===== config.mk =====
export PLATFORM = sky130hd
export DESIGN_NAME = q_writeback
export DESIGN_NICKNAME = d
export VERILOG_FILES = /design/src/rtl/q_writeback.sv
export SDC_FILE = /design/constraint.sdc
export NUM_CORES = 1
export LEC_CHECK = 0
export ABC_AREA = 1
export CAP_MARGIN = 20
export CORE_MARGIN = 3
export CORE_UTILIZATION = 29
export CTS_CLUSTER_SIZE = 16
export DETAILED_ROUTE_END_ITERATION = 10
export PLACE_DENSITY = 0.53
export SYNTH_ARGS = -nofsm -noshare
export SYNTH_HDL_FRONTEND = slang
export SYNTH_SLANG_ARGS = --single-unit

===== constraint.sdc =====
create_clock -name clk -period 5 [get_ports clk]
set_input_delay 1 -clock clk [delete_from_list [all_inputs] [get_ports clk]]
set_output_delay 1 -clock clk [all_outputs]
set_load 0.1 [all_outputs]

===== src/rtl/q_writeback.sv =====
// Q-value writeback stage: rescales pipeline sums, buffers them, writes the Q-table
// and forwards pending values. Define WB_SAT_EN to clamp out-of-range values instead of wrapping.
module q_writeback #(
  parameter int DW         = 24,
  parameter int QW         = 16,
  parameter int FRAC_SHIFT = 4,
  parameter int AW         = 8,
  parameter int DEPTH      = 4
) (
  input  logic          clk,
  input  logic          rst,
  input  logic          ce,
  input  logic          in_valid,
  input  logic [AW-1:0] in_addr,
  input  logic [DW-1:0] in_sum,
  output logic          in_ready,
  input  logic          flush,
  output logic          flush_done,
  output logic          mem_wr_en,
  output logic [AW-1:0] mem_wr_addr,
  output logic [QW-1:0] mem_wr_data,
  input  logic          mem_ready,
  input  logic [AW-1:0] fwd_addr,
  output logic          fwd_hit,
  output logic [QW-1:0] fwd_data,
  output logic [15:0]   wb_count,
  output logic          overflow_err
);

  localparam int PW = $clog2(DEPTH);
  localparam int CW = PW + 1;

  typedef enum logic {RUN, DRAIN} state_t;

  state_t        state_q, state_d;
  logic [AW-1:0] addr_mem [DEPTH];
  logic [QW-1:0] data_mem [DEPTH];
  logic [PW-1:0] rd_ptr, wr_ptr, fwd_idx;
  logic [CW-1:0] count;
  logic          full, empty, push, pop;

  logic signed [DW-1:0] t;
  logic                 out_of_range;
  logic [QW-1:0]        conv;

  assign full     = (count == CW'(DEPTH));
  assign empty    = (count == '0);
  assign in_ready = !full && (state_q == RUN);
  assign push     = ce && in_valid && in_ready;
  assign pop      = !empty && mem_ready;

  // t fits QW bits only when bits [DW-1:QW-1] are a pure sign extension
  assign t            = $signed(in_sum) >>> FRAC_SHIFT;
  assign out_of_range = !(&t[DW-1:QW-1]) && (|t[DW-1:QW-1]);

`ifdef WB_SAT_EN
  always_comb begin
    conv = t[QW-1:0];
    if (out_of_range)
      conv = t[DW-1] ? {1'b1, {(QW-1){1'b0}}} : {1'b0, {(QW-1){1'b1}}};
  end
`else
  assign conv = t[QW-1:0];
`endif

  always_ff @(posedge clk) begin
    if (push) begin
      addr_mem[wr_ptr] <= in_addr;
      data_mem[wr_ptr] <= conv;
    end
  end

  always_ff @(posedge clk or posedge rst) begin
    if (rst) begin
      rd_ptr       <= '0;
      wr_ptr       <= '0;
      count        <= '0;
      wb_count     <= '0;
      overflow_err <= 1'b0;
      state_q      <= RUN;
    end else begin
      state_q <= state_d;
      if (push) begin
        wr_ptr <= wr_ptr + 1'b1;
        if (out_of_range) overflow_err <= 1'b1;
      end
      if (pop) begin
        rd_ptr   <= rd_ptr + 1'b1;
        wb_count <= wb_count + 16'd1;
      end
      case ({push, pop})
        2'b10:   count <= count + 1'b1;
        2'b01:   count <= count - 1'b1;
        default: count <= count;
      endcase
    end
  end

  always_comb begin
    state_d    = state_q;
    flush_done = 1'b0;
    case (state_q)
      RUN:   if (flush) state_d = DRAIN;
      DRAIN: if (empty) begin
        state_d    = RUN;
        flush_done = 1'b1;
      end
      default: state_d = RUN;
    endcase
  end

  assign mem_wr_en   = !empty;
  assign mem_wr_addr = empty ? '0 : addr_mem[rd_ptr];
  assign mem_wr_data = empty ? '0 : data_mem[rd_ptr];

  // Scan oldest to youngest so the last match left standing is the newest value
  always_comb begin
    fwd_hit  = 1'b0;
    fwd_data = '0;
    fwd_idx  = '0;
    for (int unsigned k = 0; k < DEPTH; k++) begin
      fwd_idx = rd_ptr + PW'(k);
      if ((CW'(k) < count) && (addr_mem[fwd_idx] == fwd_addr)) begin
        fwd_hit  = 1'b1;
        fwd_data = data_mem[fwd_idx];
      end
    end
  end

endmodule


==> results.sh <==
export IMPL_outcome="complete, no violations"
export IMPL_core_area_um2=27100
export IMPL_postRouteAntennaNets=0
export IMPL_crit_path_start_kind="flip-flop"
export IMPL_wirelength_um=22260
export IMPL_worstPathRequired_ns=4.00
export IMPL_critPathCaptureType="output pin"
export IMPL_dp_hpwl_um=15390
export IMPL_syn2layout_area_growth_pct=25.05
export IMPL_vias=7020
export IMPL_cp_max_fo=31
export IMPL_ys_async_sr_fraction_pct=20.66
export IMPL_finalSetupTns_ns=0
export IMPL_grt_antenna_before_repair=3
export IMPL_path_clk_slew_ns=0.06
export IMPL_cts_tree="done"
export IMPL_worst_setup_path_type="reg2out"
export IMPL_grt_pass1_vias=6751
export IMPL_cts_buffers=17
export IMPL_instances_no_fill=1551
export IMPL_final_cell_mix="nand2_1, inv_1, o21ai_0"
export IMPL_critPathSlowestCell="dfrtp_4"
export IMPL_max_cap_violations=0
export IMPL_die_width_um=172.6
export IMPL_max_vdd_ir_drop_mv=0.3786
export IMPL_maxSlewViolCount=0
export IMPL_clock_sinks=121
export IMPL_drive_gt1_share_pct=11.79
export IMPL_synth_cells=1080
export IMPL_pin_count=107
export IMPL_grt_overflow=0
export IMPL_grt_max_degree=73
export IMPL_nNetsFinal=1222
export IMPL_rsz0062_at_grt="false"
export IMPL_tightest_slew_ns=1.032
export IMPL_post_place_cells=1515
export IMPL_clock_skew_ns=0.01339
export IMPL_worstHoldPathType="reg2reg"
export IMPL_ys_warn_count=0
export IMPL_cts_max_path_buffers=2
export IMPL_synth_area_um2=8051
export IMPL_h_tree_depth=4
export IMPL_die_area_um2=29800
export IMPL_grt_usage_pct=15.26
export IMPL_rows=60
export IMPL_power_density_nw_per_um2=683.9
export IMPL_wl_per_cell_um=14.35
export IMPL_max_stage_delay_ns=0.63
export IMPL_synth_nets=1136
export IMPL_rrSetupSlack_ns=2.24
export IMPL_ys_types=36
export IMPL_ys_ff_latch=121
export IMPL_setup_viol=0
export IMPL_fin_crit_sh_pct=93.75
export IMPL_p_leak_uw=0.004474
export IMPL_avgSynthCellArea_um2=7.455
export IMPL_dr_first_iter_drc_count=345
export IMPL_drc=0
export IMPL_grt_pass1_wl_um=36220
export IMPL_start_util_pct=29.71
export IMPL_max_slew_margin_pct=31.05
export IMPL_arrival_ns=3.69
export IMPL_final_common_cell="nand2_1"
export IMPL_clk_latency_ns=0.42
export IMPL_crit_family="simple AND/OR/NAND/NOR gates"
export IMPL_critPathBufInv=4
export IMPL_cp_common_cell="nand2_1"
export IMPL_p_total_uw=6886
export IMPL_max_freq_mhz=213.3
export IMPL_period_minus_slack_ns=4.687
export IMPL_die_h_um=172.6
export IMPL_synthFlopType="edfxtp_1"
export IMPL_port_buffers=102
export IMPL_synth_edf_count=96
export IMPL_synth_seq_area_share_pct=43.57
export IMPL_hold_viol=0
export IMPL_path_cells="inv_6 -> nand2_1 -> nand2_1 -> buf_4 -> o21ai_1 -> xor2_1 -> nor2_1 -> nand2_1 -> nor2_4 -> buf_4 -> nor2_1 -> nand2_1 -> nand2_1 -> buf_12"
export IMPL_cts_root_buffer="clkbuf_16"
export IMPL_fillerInstances=2799
export IMPL_via_per_inst=4.526
export IMPL_antenna_cells=0
export IMPL_first_pass_iters=5
export IMPL_place_gp_congestion=0.7947
==> final timing paths <==
kind	startpoint	to	cells past startpoint
max	rd_ptr[0]	fwd_data[15]	14
min	wb_count[15]	wb_count[15]	1
max reg2reg	count[0]	data_mem[2][4]	5
min reg2reg	wb_count[15]	wb_count[15]	1
max in group asynchronous	rst	wb_count[6]	3
min in group asynchronous	rst	rd_ptr[0]	2
==> through the flow <==
step	worst slack (ns)	utilization [%]	hold WS, ns	cell area, µm²
detailed placement	0.6065	34.91	0.4651	9462
global placement	0.6033	34.91	0.4648	9462
floorplan	0.5773	-	0.4955	8051
global route	0.02567	37.15	0.5146	10070
finish	0.3127	37.15	0.4818	10070
CTS	0.2298	36.93	0.4871	10010
==> routing by layer <==
layer	part of all wire, %	wire (µm)	track usage [%]	vias up
li1	-	-	-	3670
met1	44	9877	18.80	3151
met2	48	10770	26.04	155
met3	4.9	1081	3.645	38
met4	2.2	490	5.678	6
met5	0.21	47	0	-
==> state kept, by name, summed over array words and instances, names as in the netlist <==
name and flops:
wb_count 16, count 3, data_mem 64, state_q 1, addr_mem 32, overflow_err 1
wr_ptr 2, rd_ptr 2
==> repair_timing <==
action                                  4_1_cts  5_1_grt
hold buffers                                  0        0
resized for setup                             0        2
setup buffers                                 0        3
endpoints found under the setup margin        0       16
==> final cells by class <==
type                            count  area [µm²]  share of cell area, %
Sequential cell                   121        3512                  34.88
Clock inverter                     13       115.1                  1.143
Clock buffer                       19       432.9                  4.300
Multi-Input combinational cell    775        3749                  37.23
Timing Repair Buffer              122        1305                  12.96
Tap cell                          372       465.4                  4.623
Inverter                          129       489.2                  4.859
==> synth_stat cells, types with 2 or more instances <==
| cell type | count | area, µm² |
|---|---|---|
| nand2_1 | 359 | 1348 |
| inv_1 | 127 | 476.7 |
| o21ai_0 | 122 | 610.6 |
| edfxtp_1 | 96 | 2883 |
| nand3_1 | 90 | 450.4 |
| nor2_1 | 71 | 266.5 |
| clkbuf_1 | 25 | 93.84 |
| dfrtp_1 | 25 | 625.6 |
| nand3_2 | 22 | 220.2 |
| o21ai_1 | 22 | 110.1 |
| nor3_1 | 17 | 85.08 |
| xor2_1 | 13 | 113.9 |
| xnor2_1 | 11 | 96.34 |
| ha_1 | 10 | 125.1 |
| buf_2 | 9 | 45.04 |
| buf_4 | 9 | 67.56 |
| buf_6 | 9 | 101.4 |
| a21oi_1 | 8 | 40.04 |
| nand2_2 | 7 | 43.79 |
| nor2_4 | 4 | 45.04 |
| o211ai_1 | 4 | 30.03 |
| o211ai_2 | 3 | 37.54 |
| buf_1 | 2 | 7.510 |
| nand4_1 | 2 | 12.51 |
| nor2_2 | 2 | 12.51 |
==> kinds of logic after synthesis <==
family	Yosys count	share of synthesized area, %
buffers and inverters	184	10.18
and+or+nand+nor	578	31.31
xor gates and xnor gates	25	2.813
DFF	121	43.57
AOI/OAI and AO/OA	162	10.57
adders and majority gates	10	1.554
==> power by group <==
group	internal (µW)	switching (µW)	total [µW]
registers	1180	110	1290
clock network	687	461	1150
logic	1050	3390	4440
total	2920	3960	6890
Note: power is estimated with default switching activity, not from simulation.
